===== src/rtl/tt_seg7_pkg.sv =====
// -----------------------------------------------------------------------------
// tt_seg7_pkg
// Shared definitions for the two-digit multiplexed 7-segment scan stage.
//
// Contents:
//   state_e     : scan FSM states (low digit, dead time, high digit, dead time)
//   SEG_OFF     : active-high "all segments dark" pattern
//   HEX_TABLE   : 16-entry nibble -> {g,f,e,d,c,b,a} lookup, active-high
//   hex_to_seg  : lookup helper used by the decoder sub-module
// -----------------------------------------------------------------------------
package tt_seg7_pkg;

  // The scan alternates between the two digits, with a blanking interval in
  // between so the previous digit's segments never bleed into the next one.
  typedef enum logic [1:0] {
    SHOW_LO = 2'd0,
    DEAD_LH = 2'd1,
    SHOW_HI = 2'd2,
    DEAD_HL = 2'd3
  } state_e;

  localparam logic [6:0] SEG_OFF = 7'h00;

  // Index 15 is the leftmost element, so the table reads F down to 0.
  localparam logic [15:0][6:0] HEX_TABLE = {
    7'h71,  // F
    7'h79,  // E
    7'h5E,  // d
    7'h39,  // C
    7'h7C,  // b
    7'h77,  // A
    7'h6F,  // 9
    7'h7F,  // 8
    7'h07,  // 7
    7'h7D,  // 6
    7'h6D,  // 5
    7'h66,  // 4
    7'h4F,  // 3
    7'h5B,  // 2
    7'h06,  // 1
    7'h3F   // 0
  };

  function automatic logic [6:0] hex_to_seg(input logic [3:0] nibble);
    return HEX_TABLE[nibble];
  endfunction

endpackage


===== src/rtl/tt_hex7seg.sv =====
// -----------------------------------------------------------------------------
// tt_hex7seg
// Purely combinational hex digit decoder, active-high segment outputs.
//
// Ports:
//   nibble_i  in  4  hex digit to display
//   seg_o     out 7  segments {g,f,e,d,c,b,a}, bit0 = a, 1 = lit
// -----------------------------------------------------------------------------
module tt_hex7seg
  import tt_seg7_pkg::*;
(
  input  logic [3:0] nibble_i,
  output logic [6:0] seg_o
);

  // Table lookup; polarity and blanking are handled by the caller.
  assign seg_o = hex_to_seg(nibble_i);

endmodule


===== src/rtl/tt_seg7_scan.sv =====
// -----------------------------------------------------------------------------
// tt_seg7_scan
// Two-digit multiplexed hex 7-segment driver for the 8-bit counter tile.
// A new counter value is only moved onto the display at a frame boundary, so
// the two digits always belong to the same sample. Dead time between digits
// suppresses ghosting, and a PWM gate on the segments sets brightness.
// The decimal point on the high digit flags terminal count (0xFF).
//
// Parameters:
//   PRESCALE_W    digit dwell = 2^PRESCALE_W cycles (3..16)
//   DEAD_CYC      blank cycles between digits (1 .. 2^PRESCALE_W-1)
//   COMMON_ANODE  1 = seg, dp and dig pins are active-low
//
// Ports:
//   clk        in   1  clock, all state on posedge
//   rst        in   1  asynchronous reset, active-high
//   ena        in   1  tile enable; low freezes scan and outputs
//   cnt_in     in   8  counter value from upstream
//   cnt_valid  in   1  one-cycle strobe qualifying cnt_in
//   bright     in   3  brightness, duty = (bright+1)/8
//   seg        out  7  segments {g,f,e,d,c,b,a}, bit0 = a
//   dp         out  1  decimal point (terminal count warning)
//   dig        out  2  one-hot digit select, dig[0] = low nibble
//   frame      out  1  one-cycle pulse per completed frame
//
// Build option:
//   SEG7_LEADING_ZERO_BLANK_EN  when defined, a zero high nibble is shown
//                               dark (digit select and timing unchanged).
// -----------------------------------------------------------------------------
module tt_seg7_scan
  import tt_seg7_pkg::*;
#(
  parameter int PRESCALE_W   = 10,
  parameter int DEAD_CYC     = 4,
  parameter int COMMON_ANODE = 0
) (
  input  logic       clk,
  input  logic       rst,
  input  logic       ena,
  input  logic [7:0] cnt_in,
  input  logic       cnt_valid,
  input  logic [2:0] bright,
  output logic [6:0] seg,
  output logic       dp,
  output logic [1:0] dig,
  output logic       frame
);

  localparam logic [PRESCALE_W-1:0] SHOW_LAST = '1;
  localparam logic [PRESCALE_W-1:0] DEAD_LAST = PRESCALE_W'(DEAD_CYC - 1);

  // Polarity masks: the output registers hold pin-level values, so the
  // inactive reset value of each pin is simply its mask.
  localparam logic [6:0] SEG_POL = (COMMON_ANODE != 0) ? 7'h7F : 7'h00;
  localparam logic       DP_POL  = (COMMON_ANODE != 0);
  localparam logic [1:0] DIG_POL = (COMMON_ANODE != 0) ? 2'b11 : 2'b00;

  state_e                state_q, state_d;
  logic [PRESCALE_W-1:0] tmr_q, tmr_d;
  logic [7:0]            disp_q, disp_d;
  logic [7:0]            pend_q, pend_d;
  logic                  pendFlag_q, pendFlag_d;
  logic [6:0]            seg_q, seg_d;
  logic                  dp_q, dp_d;
  logic [1:0]            dig_q, dig_d;
  logic                  frame_q, frame_d;

  logic                  frameLoad;
  logic [3:0]            shownNibble;
  logic [6:0]            hexSeg;
  logic                  pwmOn;
  logic [6:0]            segAct;
  logic                  dpAct;
  logic [1:0]            digAct;

  // Scan FSM next state. The timer only advances while enabled, which is what
  // stretches a dwell when the tile is paused. Each state exit clears the
  // timer, and leaving the trailing dead time marks the frame boundary.
  always_comb begin
    state_d   = state_q;
    tmr_d     = tmr_q;
    frameLoad = 1'b0;
    if (ena) begin
      tmr_d = tmr_q + 1'b1;
      unique case (state_q)
        SHOW_LO: begin
          if (tmr_q == SHOW_LAST) begin
            state_d = DEAD_LH;
            tmr_d   = '0;
          end
        end
        DEAD_LH: begin
          if (tmr_q == DEAD_LAST) begin
            state_d = SHOW_HI;
            tmr_d   = '0;
          end
        end
        SHOW_HI: begin
          if (tmr_q == SHOW_LAST) begin
            state_d = DEAD_HL;
            tmr_d   = '0;
          end
        end
        DEAD_HL: begin
          if (tmr_q == DEAD_LAST) begin
            state_d   = SHOW_LO;
            tmr_d     = '0;
            frameLoad = 1'b1;
          end
        end
        default: begin
          state_d = SHOW_LO;
          tmr_d   = '0;
        end
      endcase
    end
  end

  // Capture and frame load. Strobes are buffered in pend regardless of ena,
  // the latest one overwriting any earlier unconsumed value. At the frame
  // boundary a strobe arriving in that very cycle goes straight to the
  // display, otherwise any buffered value is moved across.
  always_comb begin
    pend_d     = pend_q;
    pendFlag_d = pendFlag_q;
    disp_d     = disp_q;
    if (cnt_valid) begin
      pend_d     = cnt_in;
      pendFlag_d = 1'b1;
    end
    if (frameLoad) begin
      if (cnt_valid) begin
        disp_d     = cnt_in;
        pendFlag_d = 1'b0;
      end else if (pendFlag_q) begin
        disp_d     = pend_q;
        pendFlag_d = 1'b0;
      end
    end
  end

  // One shared decoder: its input follows whichever digit is being scanned.
  assign shownNibble = (state_q == SHOW_HI) ? disp_q[7:4] : disp_q[3:0];

  tt_hex7seg u_hex7seg (
    .nibble_i (shownNibble),
    .seg_o    (hexSeg)
  );

  // The low three timer bits form the PWM phase, so each dwell holds a whole
  // number of 8-cycle PWM periods.
  assign pwmOn = (tmr_q[2:0] <= bright);

  // Active-high output image for the current state and timer. The digit
  // select stays on for the whole dwell; only segments and dp are gated.
  always_comb begin
    segAct = SEG_OFF;
    dpAct  = 1'b0;
    digAct = 2'b00;
    unique case (state_q)
      SHOW_LO: begin
        digAct = 2'b01;
        if (pwmOn) begin
          segAct = hexSeg;
        end
      end
      SHOW_HI: begin
        digAct = 2'b10;
        if (pwmOn) begin
`ifdef SEG7_LEADING_ZERO_BLANK_EN
          segAct = (disp_q[7:4] == 4'h0) ? SEG_OFF : hexSeg;
`else
          segAct = hexSeg;
`endif
          dpAct  = (disp_q == 8'hFF);
        end
      end
      default: begin
        segAct = SEG_OFF;
        dpAct  = 1'b0;
        digAct = 2'b00;
      end
    endcase
  end

  // Output register inputs at pin polarity. While disabled every pin holds,
  // except frame, which is a pulse and therefore only ever lasts one cycle.
  always_comb begin
    seg_d   = seg_q;
    dp_d    = dp_q;
    dig_d   = dig_q;
    frame_d = frameLoad;
    if (ena) begin
      seg_d = segAct ^ SEG_POL;
      dp_d  = dpAct ^ DP_POL;
      dig_d = digAct ^ DIG_POL;
    end
  end

  // All state, with asynchronous reset to an idle, dark display showing zero.
  always_ff @(posedge clk or posedge rst) begin
    if (rst) begin
      state_q    <= SHOW_LO;
      tmr_q      <= '0;
      disp_q     <= 8'h00;
      pend_q     <= 8'h00;
      pendFlag_q <= 1'b0;
      seg_q      <= SEG_POL;
      dp_q       <= DP_POL;
      dig_q      <= DIG_POL;
      frame_q    <= 1'b0;
    end else begin
      state_q    <= state_d;
      tmr_q      <= tmr_d;
      disp_q     <= disp_d;
      pend_q     <= pend_d;
      pendFlag_q <= pendFlag_d;
      seg_q      <= seg_d;
      dp_q       <= dp_d;
      dig_q      <= dig_d;
      frame_q    <= frame_d;
    end
  end

  assign seg   = seg_q;
  assign dp    = dp_q;
  assign dig   = dig_q;
  assign frame = frame_q;

endmodule


===== config.mk =====
export PLATFORM = sky130hd
export DESIGN_NAME = tt_seg7_scan
export DESIGN_NICKNAME = d
export VERILOG_FILES = /design/src/rtl/tt_seg7_pkg.sv /design/src/rtl/tt_hex7seg.sv /design/src/rtl/tt_seg7_scan.sv
export SDC_FILE = /design/constraint.sdc
export NUM_CORES = 1
export LEC_CHECK = 0
export BUFFER_PORTS_ARGS = -buffer_cell sky130_fd_sc_hd__buf_2
export CAP_MARGIN = 20
export CORE_UTILIZATION = 57
export DETAILED_ROUTE_END_ITERATION = 16
export PLACE_DENSITY_LB_ADDON = 0.08
export SYNTH_ARGS = -nofsm -noshare
export SYNTH_HDL_FRONTEND = slang
export SYNTH_SLANG_ARGS = --single-unit

===== constraint.sdc =====
create_clock -name clk -period 3.1 [get_ports clk]
set_input_delay 0.62 -clock clk [delete_from_list [all_inputs] [get_ports clk]]
set_output_delay 0.62 -clock clk [all_outputs]
set_load 0.1 [all_outputs]

==> run metrics <==
switching share of total power 0.471; Total Routing Usage GR 0.240; period utilization 0.823; Worst path slowest cell ha_1; Root Buffer Master clkbuf_8; Hold-fix buffers, CTS 0; Post-Syn Nets between 200 and 250; setup slack, reg-to-reg 0.55 ns; outcome complete, no violations; die width 63.7 µm; largest net degree at the start of global routing 41; min-delay worst type in2async; Residual DRC 0; Fmax 0.392 GHz; antenna violation net count after detailed routing 0; Layout area overhead 11.8%; Clock Latency Late Sink 0.29 ns; Max VDD drop 0.000646 V; Die Span Y between 60 and 70 µm; clk_skew 0.00810 ns; Max clock buf depth 2; Clock power frac 0.143; die area slightly above 0.004 mm²; # clock sinks 40; Post-synth EDFFs 0; postcts setup bufs 0; internal power around 1.2 mW; Sequential Power Share 0.365; setup TNS 0 ns; IO buf count 25; P per Cell Area 923 mW/mm²; highest net fanout along the worst path 12; min cycle time layout 2.55 ns; RSZ-0062 raised after global routing no; worst r2r path cells 7; register area share after synthesis 0.461; Worst EP required roughly 3.3 ns; FP Rows 22; Worst EP arrival approximately 2.7 ns; Starting Density 0.593; largest area contributor in the netlist dfrtp_1; combinational share of power 0.491; Post-CTS Resized 0; WP buf/inv 2; htree depth 2; GPL Wtd Cong approximately 0.90; warnings from Yosys 0; fraction of registers with async set/reset 1.00; Cell Chain, Critical Path inv_1 -> ha_1 -> mux2i_1 -> inv_1 -> ha_1 -> a22o_1 -> o32ai_1; share of cells above drive strength 1 0.263; synth top area cells dfrtp_1 (46%), mux2_2 (9.9%), ha_1 (8.6%); Finished Cell Area 0.00243 mm²; capture instance of the worst register-to-register path seg[0]$_DFFE_PP0P_; CTS tree yes; initial antenna violation count 0; placed cell areas between 0.002 and 0.0025 mm²; final hold vios 0; average wire per standard cell 15.6 µm; vias per std cell 5.59; Antenna Cells 0; # IOs 26; Yosys cell types 37; Vias 1,521; DRT Pass-1 Iters 4; Worst R2R Start state_q[0]$_DFFE_PP0P_; CP Launch Type flip-flop; final wirelength approximately 4200 µm; Min Hold Slack 0.435 ns; P_leak 1.21 nW; Critical Setup Path Class reg2reg; core area roughly 0.0037 mm²; total grt overflow 0; Pins Over Slew Limit 0; cell family with most CP delay adder cells; vias in the first global route ~1.6k; main flop type after synthesis dfrtp_1; nets@finish 254; Psw 1.06 mW; Avg Cell Area, Syn 11.1 µm²; worst slew pin tran 0.723 ns; synthesis-stage register bit count 40; max_cap viols 0; endpoints failing setup 0; synthesized instance count 196; CTS Buf Count 5; Yosys top cell area share 0.461; crit-path max cell delay 0.49 ns; CP Capture Type flip-flop; Post-Syn Area ~0.0022 mm²; Iter 0 DRT Violations 89; clock-pin slew on the worst setup and hold paths 0.08 ns; relative slew slack 0.518; Detail Placement HPWL 3040 µm; first-pass GRT wire length ~7300 µm
-- sequential cells by signal (all words and copies together) (netlist names) --
register / flops
tmr_q: 10
disp_q: 8
pend_q: 8
seg: 7
dig: 2
state_q: 2
dp: 1
frame: 1
pendFlag_q: 1
-- tightest hold or removal path: stages --
cell and delay [ns]:
buf_2 0.10, inv_1 0.04, buf_4 0.42
-- Yosys cell counts (2+ instances only) --
cell type,instances
dfrtp_1,40
inv_1,20
mux2_2,19
ha_1,15
mux2i_1,13
o21ai_0,9
nor2_1,8
a21oi_1,7
nand2_1,7
o22ai_1,7
xnor2_1,6
clkbuf_1,5
nand3_1,5
nand4_1,4
nor3_1,3
xor2_1,3
and3_1,2
buf_2,2
nand2b_1,2
nand3b_1,2
-- power groups by stage --
stage	Clock [mW]	Combinational, mW	Sequential (mW)
after floorplan	0	0.585	1.10
after global placement	0	1.05	0.809
after detailed placement	0	1.09	0.820
after CTS	0.331	1.10	0.815
after global routing	0.348	1.20	0.835
final	0.321	1.10	0.819
-- final cells by class --
type                            count  area [µm²]
Clock buffer                        6        72.6
Inverter                           20        75.1
Multi-Input combinational cell    129        1070
Sequential cell                    40        1000
Clock inverter                      1        5.00
Tap cell                           48        60.1
Timing Repair Buffer               28         148
Fill cell                         292        1230
-- cell families after synthesis --
family,Yosys count,synth area share
flip-flops,40,0.461
adder cells (fa/ha/maj),15,0.0864
XOR/XNOR,9,0.0363
AND/OR/NAND/NOR,40,0.115
AO/OA/AOI/OAI,33,0.0956
multiplexers,32,0.158
buffers and inverters,27,0.0478
-- cell usage in the layout, fill, tap and decap left out, types with 2 or more instances in the layout --
master / Yosys / layout
nand2_1: 7 / 7
and3_1: 2 / 2
clkbuf_8: 0 / 5
buf_2: 2 / 25
nand4_1: 4 / 4
a21oi_1: 7 / 7
inv_1: 20 / 20
buf_4: 0 / 3
mux2i_1: 13 / 13
xnor2_1: 6 / 6
nor2_1: 8 / 8
o21ai_0: 9 / 9
dfrtp_1: 40 / 40
nand2b_1: 2 / 2
nand3b_1: 2 / 2
xor2_1: 3 / 3
o22ai_1: 7 / 7
nor3_1: 3 / 3
mux2_2: 19 / 19
ha_1: 15 / 15
nand3_1: 5 / 5
-- routing by layer --
layer / routed length [µm] / global-route usage / vias to the layer above
met5: 0 / 0 / -
met4: 75 / 0.0938 / 0
met3: 100 / 0.0589 / 7
met2: 2270 / 0.424 / 19
met1: 1800 / 0.278 / 751
li1: - / - / 744
-- metrics by stage --
stage / setup WS, ns / std cells / total power, mW / util
floorplan: 0.933 / 196 / 1.69 / -
global placement: 0.796 / 265 / 1.86 / 0.642
detailed placement: 0.641 / 265 / 1.91 / 0.642
CTS: 0.599 / 272 / 2.25 / 0.663
global route: 0.404 / 272 / 2.38 / 0.663
finish: 0.550 / 272 / 2.24 / 0.663
-- how the worst max path moves through the flow --
stage	from	end	slack, ns	cells after the start
finish	state_q[0]$_DFFE_PP0P_	seg[0]$_DFFE_PP0P_	0.55	7
global route	state_q[0]$_DFFE_PP0P_	seg[3]$_DFFE_PP0P_	0.40	8
CTS	state_q[0]$_DFFE_PP0P_	seg[0]$_DFFE_PP0P_	0.60	7
detailed placement	state_q[0]$_DFFE_PP0P_	seg[1]$_DFFE_PP0P_	0.64	8
global placement	state_q[0]$_DFFE_PP0P_	seg[1]$_DFFE_PP0P_	0.80	8
floorplan	state_q[0]$_DFFE_PP0P_	seg[1]$_DFFE_PP0P_	0.93	9
No activity file was read; power rests on OpenSTA's default activity.
